===== src/rtl/buzzer_tone_gen.sv =====
// rtl/buzzer_tone_gen.sv - note code to buzzer square wave, with tone change, mute and illegal-code detection
module buzzer_tone_gen #(
    parameter int CLK_HZ = 100_000_000,
    parameter int HALF_W = 20
) (
    input  logic       clk,
    input  logic       rst,
    input  logic [9:0] note_in,
    input  logic       mute,
    output logic       buzzer,
    output logic       note_active,
    output logic       note_err
);

    localparam logic [HALF_W-1:0] HALF_DO = HALF_W'(CLK_HZ / (2 * 262));
    localparam logic [HALF_W-1:0] HALF_RE = HALF_W'(CLK_HZ / (2 * 294));
    localparam logic [HALF_W-1:0] HALF_MI = HALF_W'(CLK_HZ / (2 * 330));
    localparam logic [HALF_W-1:0] HALF_FA = HALF_W'(CLK_HZ / (2 * 349));
    localparam logic [HALF_W-1:0] HALF_SO = HALF_W'(CLK_HZ / (2 * 392));
    localparam logic [HALF_W-1:0] HALF_LA = HALF_W'(CLK_HZ / (2 * 440));
    localparam logic [HALF_W-1:0] HALF_SI = HALF_W'(CLK_HZ / (2 * 494));

    typedef enum logic {
        IDLE,
        TONE
    } state_t;

    logic              dec_legal;
    logic              dec_silent;
    logic [2:0]        dec_idx;
    logic [1:0]        dec_oct;

    logic              legal_q;
    logic [2:0]        idx_q;
    logic [1:0]        oct_q;
    logic [2:0]        idx_prev;
    logic [1:0]        oct_prev;

    logic [HALF_W-1:0] half_mid;
    logic [HALF_W-1:0] half;
    logic              tone_change;
    logic              last_count;

    state_t            state;
    logic [HALF_W-1:0] counter;

    // An absent octave bit decodes to mid, so it compares equal to an explicit mid bit.
    always_comb begin
        dec_silent = (note_in[6:0] == 7'd0);
        dec_legal  = $onehot(note_in[6:0]) && $onehot0(note_in[9:7]);
        dec_idx    = 3'd0;
        for (int i = 0; i < 7; i++) begin
            if (note_in[i]) begin
                dec_idx = 3'(i);
            end
        end
        if (note_in[7]) begin
            dec_oct = 2'd0;
        end else if (note_in[9]) begin
            dec_oct = 2'd2;
        end else begin
            dec_oct = 2'd1;
        end
    end

    always_ff @(posedge clk or negedge rst) begin
        if (!rst) begin
            legal_q  <= 1'b0;
            note_err <= 1'b0;
            idx_q    <= 3'd0;
            oct_q    <= 2'd0;
            idx_prev <= 3'd0;
            oct_prev <= 2'd0;
        end else begin
            legal_q  <= dec_legal;
            note_err <= !dec_silent && !dec_legal;
            idx_q    <= dec_idx;
            oct_q    <= dec_oct;
            idx_prev <= idx_q;
            oct_prev <= oct_q;
        end
    end

    always_comb begin
        case (idx_q)
            3'd0:    half_mid = HALF_DO;
            3'd1:    half_mid = HALF_RE;
            3'd2:    half_mid = HALF_MI;
            3'd3:    half_mid = HALF_FA;
            3'd4:    half_mid = HALF_SO;
            3'd5:    half_mid = HALF_LA;
            default: half_mid = HALF_SI;
        endcase
        case (oct_q)
            2'd0:    half = half_mid << 1;
            2'd2:    half = half_mid >> 1;
            default: half = half_mid;
        endcase
        tone_change = (idx_q != idx_prev) || (oct_q != oct_prev);
        // >= keeps the counter bounded even if half shrinks under it
        last_count  = (counter >= (half - HALF_W'(1)));
    end

    always_ff @(posedge clk or negedge rst) begin
        if (!rst) begin
            state       <= IDLE;
            counter     <= '0;
            buzzer      <= 1'b0;
            note_active <= 1'b0;
        end else begin
            case (state)
                IDLE: begin
                    counter <= '0;
                    buzzer  <= 1'b0;
                    if (legal_q && !mute) begin
                        state       <= TONE;
                        note_active <= 1'b1;
                    end else begin
                        note_active <= 1'b0;
                    end
                end
                default: begin
                    if (mute || !legal_q) begin
                        state       <= IDLE;
                        counter     <= '0;
                        buzzer      <= 1'b0;
                        note_active <= 1'b0;
                    end else if (tone_change) begin
                        counter <= '0;
                        buzzer  <= 1'b0;
                    end else if (last_count) begin
                        counter <= '0;
                        buzzer  <= ~buzzer;
                    end else begin
                        counter <= counter + HALF_W'(1);
                    end
                end
            endcase
        end
    end

endmodule


===== config.mk =====
export PLATFORM = sky130hd
export DESIGN_NAME = buzzer_tone_gen
export DESIGN_NICKNAME = d
export VERILOG_FILES = /design/src/rtl/buzzer_tone_gen.sv
export SDC_FILE = /design/constraint.sdc
export NUM_CORES = 1
export LEC_CHECK = 0
export BUFFER_PORTS_ARGS = -buffer_cell sky130_fd_sc_hd__buf_2
export CORE_ASPECT_RATIO = 1.75
export CORE_MARGIN = 2
export CORE_UTILIZATION = 35
export CTS_BUF_LIST = sky130_fd_sc_hd__clkbuf_2 sky130_fd_sc_hd__clkbuf_4 sky130_fd_sc_hd__clkbuf_8
export CTS_CLUSTER_SIZE = 8
export DETAILED_ROUTE_END_ITERATION = 16
export PLACE_DENSITY_LB_ADDON = 0.08
export SETUP_SLACK_MARGIN = 0.3
export SYNTH_ARGS = -nofsm -noshare
export SYNTH_HDL_FRONTEND = slang
export SYNTH_SLANG_ARGS = --single-unit

===== constraint.sdc =====
create_clock -name clk -period 6.46 [get_ports clk]
set_clock_uncertainty 0.1 [all_clocks]
set_input_delay 1.615 -clock clk [delete_from_list [all_inputs] [get_ports clk]]
set_output_delay 1.615 -clock clk [all_outputs]
set_load 0.01 [all_outputs]

==> metrics.cfg <==
[global_route]
antenna_found_initial = 0
grt.total_usage = 0.1685
grt_pass1_vias = 2244
grt_pass1_wl_microns = 11140
gr-total-overflow = 0
grt_max_degree = 40

[logic_synthesis]
synth_cell_type_count = 52
synthCells = 313
syn_area_sq_um = 2739
ys.flop_type = dfrtp_1
synth_seq_cells = 35
yosysSeqAreaShare = 0.3198
synth_edf_count = 0
synth_nets = 356
yosys_warnings = 0
synth_area_per_cell_sq_um = 8.750
synthArstFlopShare = 1.000

[detailed_routing]
viasPerCell = 5.396
route.detailed.drc = 0
drt_iter0_drc = 161
vias = 2223
ant_nets = 0
dr.pass1.iters = 4
wl_microns = 6647
wl_per_cell_microns = 16.13

[clocking]
post-cts-setup-buffer-count = 0
clk_latency_ns = 0.29
cts_tree = yes
cts_resized = 0
cts_buffers = 5
cts.hold.buffers_added = 0
cts_max_level = 2
cts-root-buf = clkbuf_8
clkSlewWorstSetupHoldPaths_ns = 0.07
clock_path_buffers = 2
cts_sinks = 35

[sta]
hold_viol = 0
fin_crit_ns = 4.122
rsz0062_at_grt = false
max-slew-margin-rel = 0.4697
fmax_mhz = 242.6
setup_viol = 0
slew_viol_final = 0
min_period_over_period = 0.6380
fin_setup_tns_ns = 0
worst_pin_slew_ns = 0.7954

[setup_path]
critPathKind = register to register
rr_worst_depth = 14
endpoint_kind = register
start_kind = register
path_max_fanout = 19
cp.arrival_ns = 4.18
required_ns = 6.52

[finish]
post-route-cell-area_sq_um = 3014
drive_above_1_share = 0.1358
final_core_util = 0.3983
final_common_cell = nor2_1
nNetsFinal = 366
diodes = 0
area_growth_pct = 10.05
layout_common_cells = nor2_1 (37), dfrtp_1 (35), ha_1 (26)

[placed_design]
port_buffers = 15
place.detailed.hpwl_microns = 5121
routabilityCongestion = 0.7621
place_area_sq_um = 2878

[run_status]
outcome = completed

[job]
timing.max_cap.violations = 0

[die]
die_w_microns = 70.87
dieArea_sq_um = 8577
die_h_microns = 121.0
rows = 42
core_area_sq_um = 7567
ios = 16
initial_core_util = 0.3619

[worst_hold_path]
hold_class = register to register
hold_depth = 1

[power_and_ir_drop]
ir_worst_vdd_v = 0.0001587
powerDensity_nw_per_um2 = 188.5
leakage_uw = 0.001280

==> flip-flops by register name, summed over array words and instances (netlist names) <==
name / count
idx_q: 3
buzzer: 1
legal_q: 1
idx_prev: 3
note_err: 1
oct_prev: 2
state: 1
counter: 20
oct_q: 2
note_active: 1
==> cells in the mapped netlist (3+ instances only) <==
cell type / instances / share of area
a21oi_1: 24 / 0.044
nand2_1: 16 / 0.022
nor3_1: 5 / 0.0091
clkbuf_1: 12 / 0.016
o22ai_1: 4 / 0.0091
nor2b_1: 6 / 0.014
o21ai_0: 20 / 0.037
fa_1: 4 / 0.029
and3_1: 3 / 0.0069
xor2_1: 12 / 0.038
inv_1: 21 / 0.029
buf_1: 3 / 0.0041
xnor2_1: 13 / 0.042
or2_2: 3 / 0.0069
ha_1: 26 / 0.12
nand4_1: 10 / 0.023
dfrtp_1: 35 / 0.32
nand3_1: 9 / 0.016
nor2_4: 9 / 0.037
a31oi_1: 5 / 0.011
nor2_1: 37 / 0.051
==> power by group <==
part           switching [uW]  total, uW  leakage [uW]  internal (uW)
sequential               6.32        231      0.000462            225
combinational            62.0        100      0.000754           38.0
clock                    82.8        237     0.0000644            154
==> final timing paths <==
check,startpoint,end,slack (ns)
setup / recovery,idx_q[0]$_DFF_PN0_,counter[19]$_DFF_PN0_,2.34
hold / removal,state$_DFF_PN0_,note_active$_DFFE_PN0P_,0.37
setup reg to reg,idx_q[0]$_DFF_PN0_,counter[19]$_DFF_PN0_,2.34
hold reg to reg,state$_DFF_PN0_,note_active$_DFFE_PN0P_,0.37
max in group asynchronous,rst,counter[18]$_DFF_PN0_,4.45
min in group asynchronous,rst,counter[0]$_DFF_PN0_,1.30
==> worst max-delay path, cell delays in order, from the launching register on <==
cell and delay (ns):
dfrtp_1 0.78, inv_1 0.31, o21ai_0 0.33, ha_1 0.25, o21ai_0 0.10, a211oi_1 0.30
nor2_1 0.07, a221oi_1 0.24, ha_1 0.17, nand4_1 0.07, or3_1 0.32, a221oi_2 0.33
o31ai_4 0.17, nand2_4 0.35, nor2_1 0.10
==> cell families (layout without fill, tap and decap cells) <==
group,after synthesis,after routing,synth area share
AOI/OAI and AO/OA,76,76,0.1804
xor gates and xnor gates,25,25,0.07995
adders and majority gates,30,30,0.1480
buffers and inverters,38,49,0.05802
DFF,35,35,0.3198
other,1,1,0.001369
and+or+nand+nor,108,108,0.2124
==> metrics by stage <==
stage / setup slack [ns] / std cells / hold slack (ns) / total power [uW]
floorplan: 2.496 / 313 / 0.2519 / 302.4
global placement: 2.306 / 404 / 0.3627 / 336.7
detailed placement: 2.291 / 404 / 0.3669 / 337.2
CTS: 2.316 / 412 / 0.3771 / 576.8
global route: 1.994 / 412 / 0.3931 / 600.4
finish: 2.338 / 412 / 0.3713 / 568.1
==> layer usage <==
| layer | vias to the layer above | part of all wire | track usage |
|---|---|---|---|
| met5 | - | 0 | 0 |
| li1 | 1113 | - | - |
| met2 | 32 | 0.56 | 0.3166 |
| met3 | 7 | 0.021 | 0.02243 |
| met1 | 1071 | 0.40 | 0.1885 |
| met4 | 0 | 0.020 | 0.06250 |
==> area by class of cell <==
type	count	area (sq um)
Clock buffer	5	68.82
Clock inverter	3	67.56
Fill cell	815	4553
Inverter	22	82.58
Multi-Input combinational cell	240	1704
Sequential cell	35	875.8
Tap cell	88	110.1
Timing Repair Buffer	19	105.1
(Power assumes the default switching activity.)
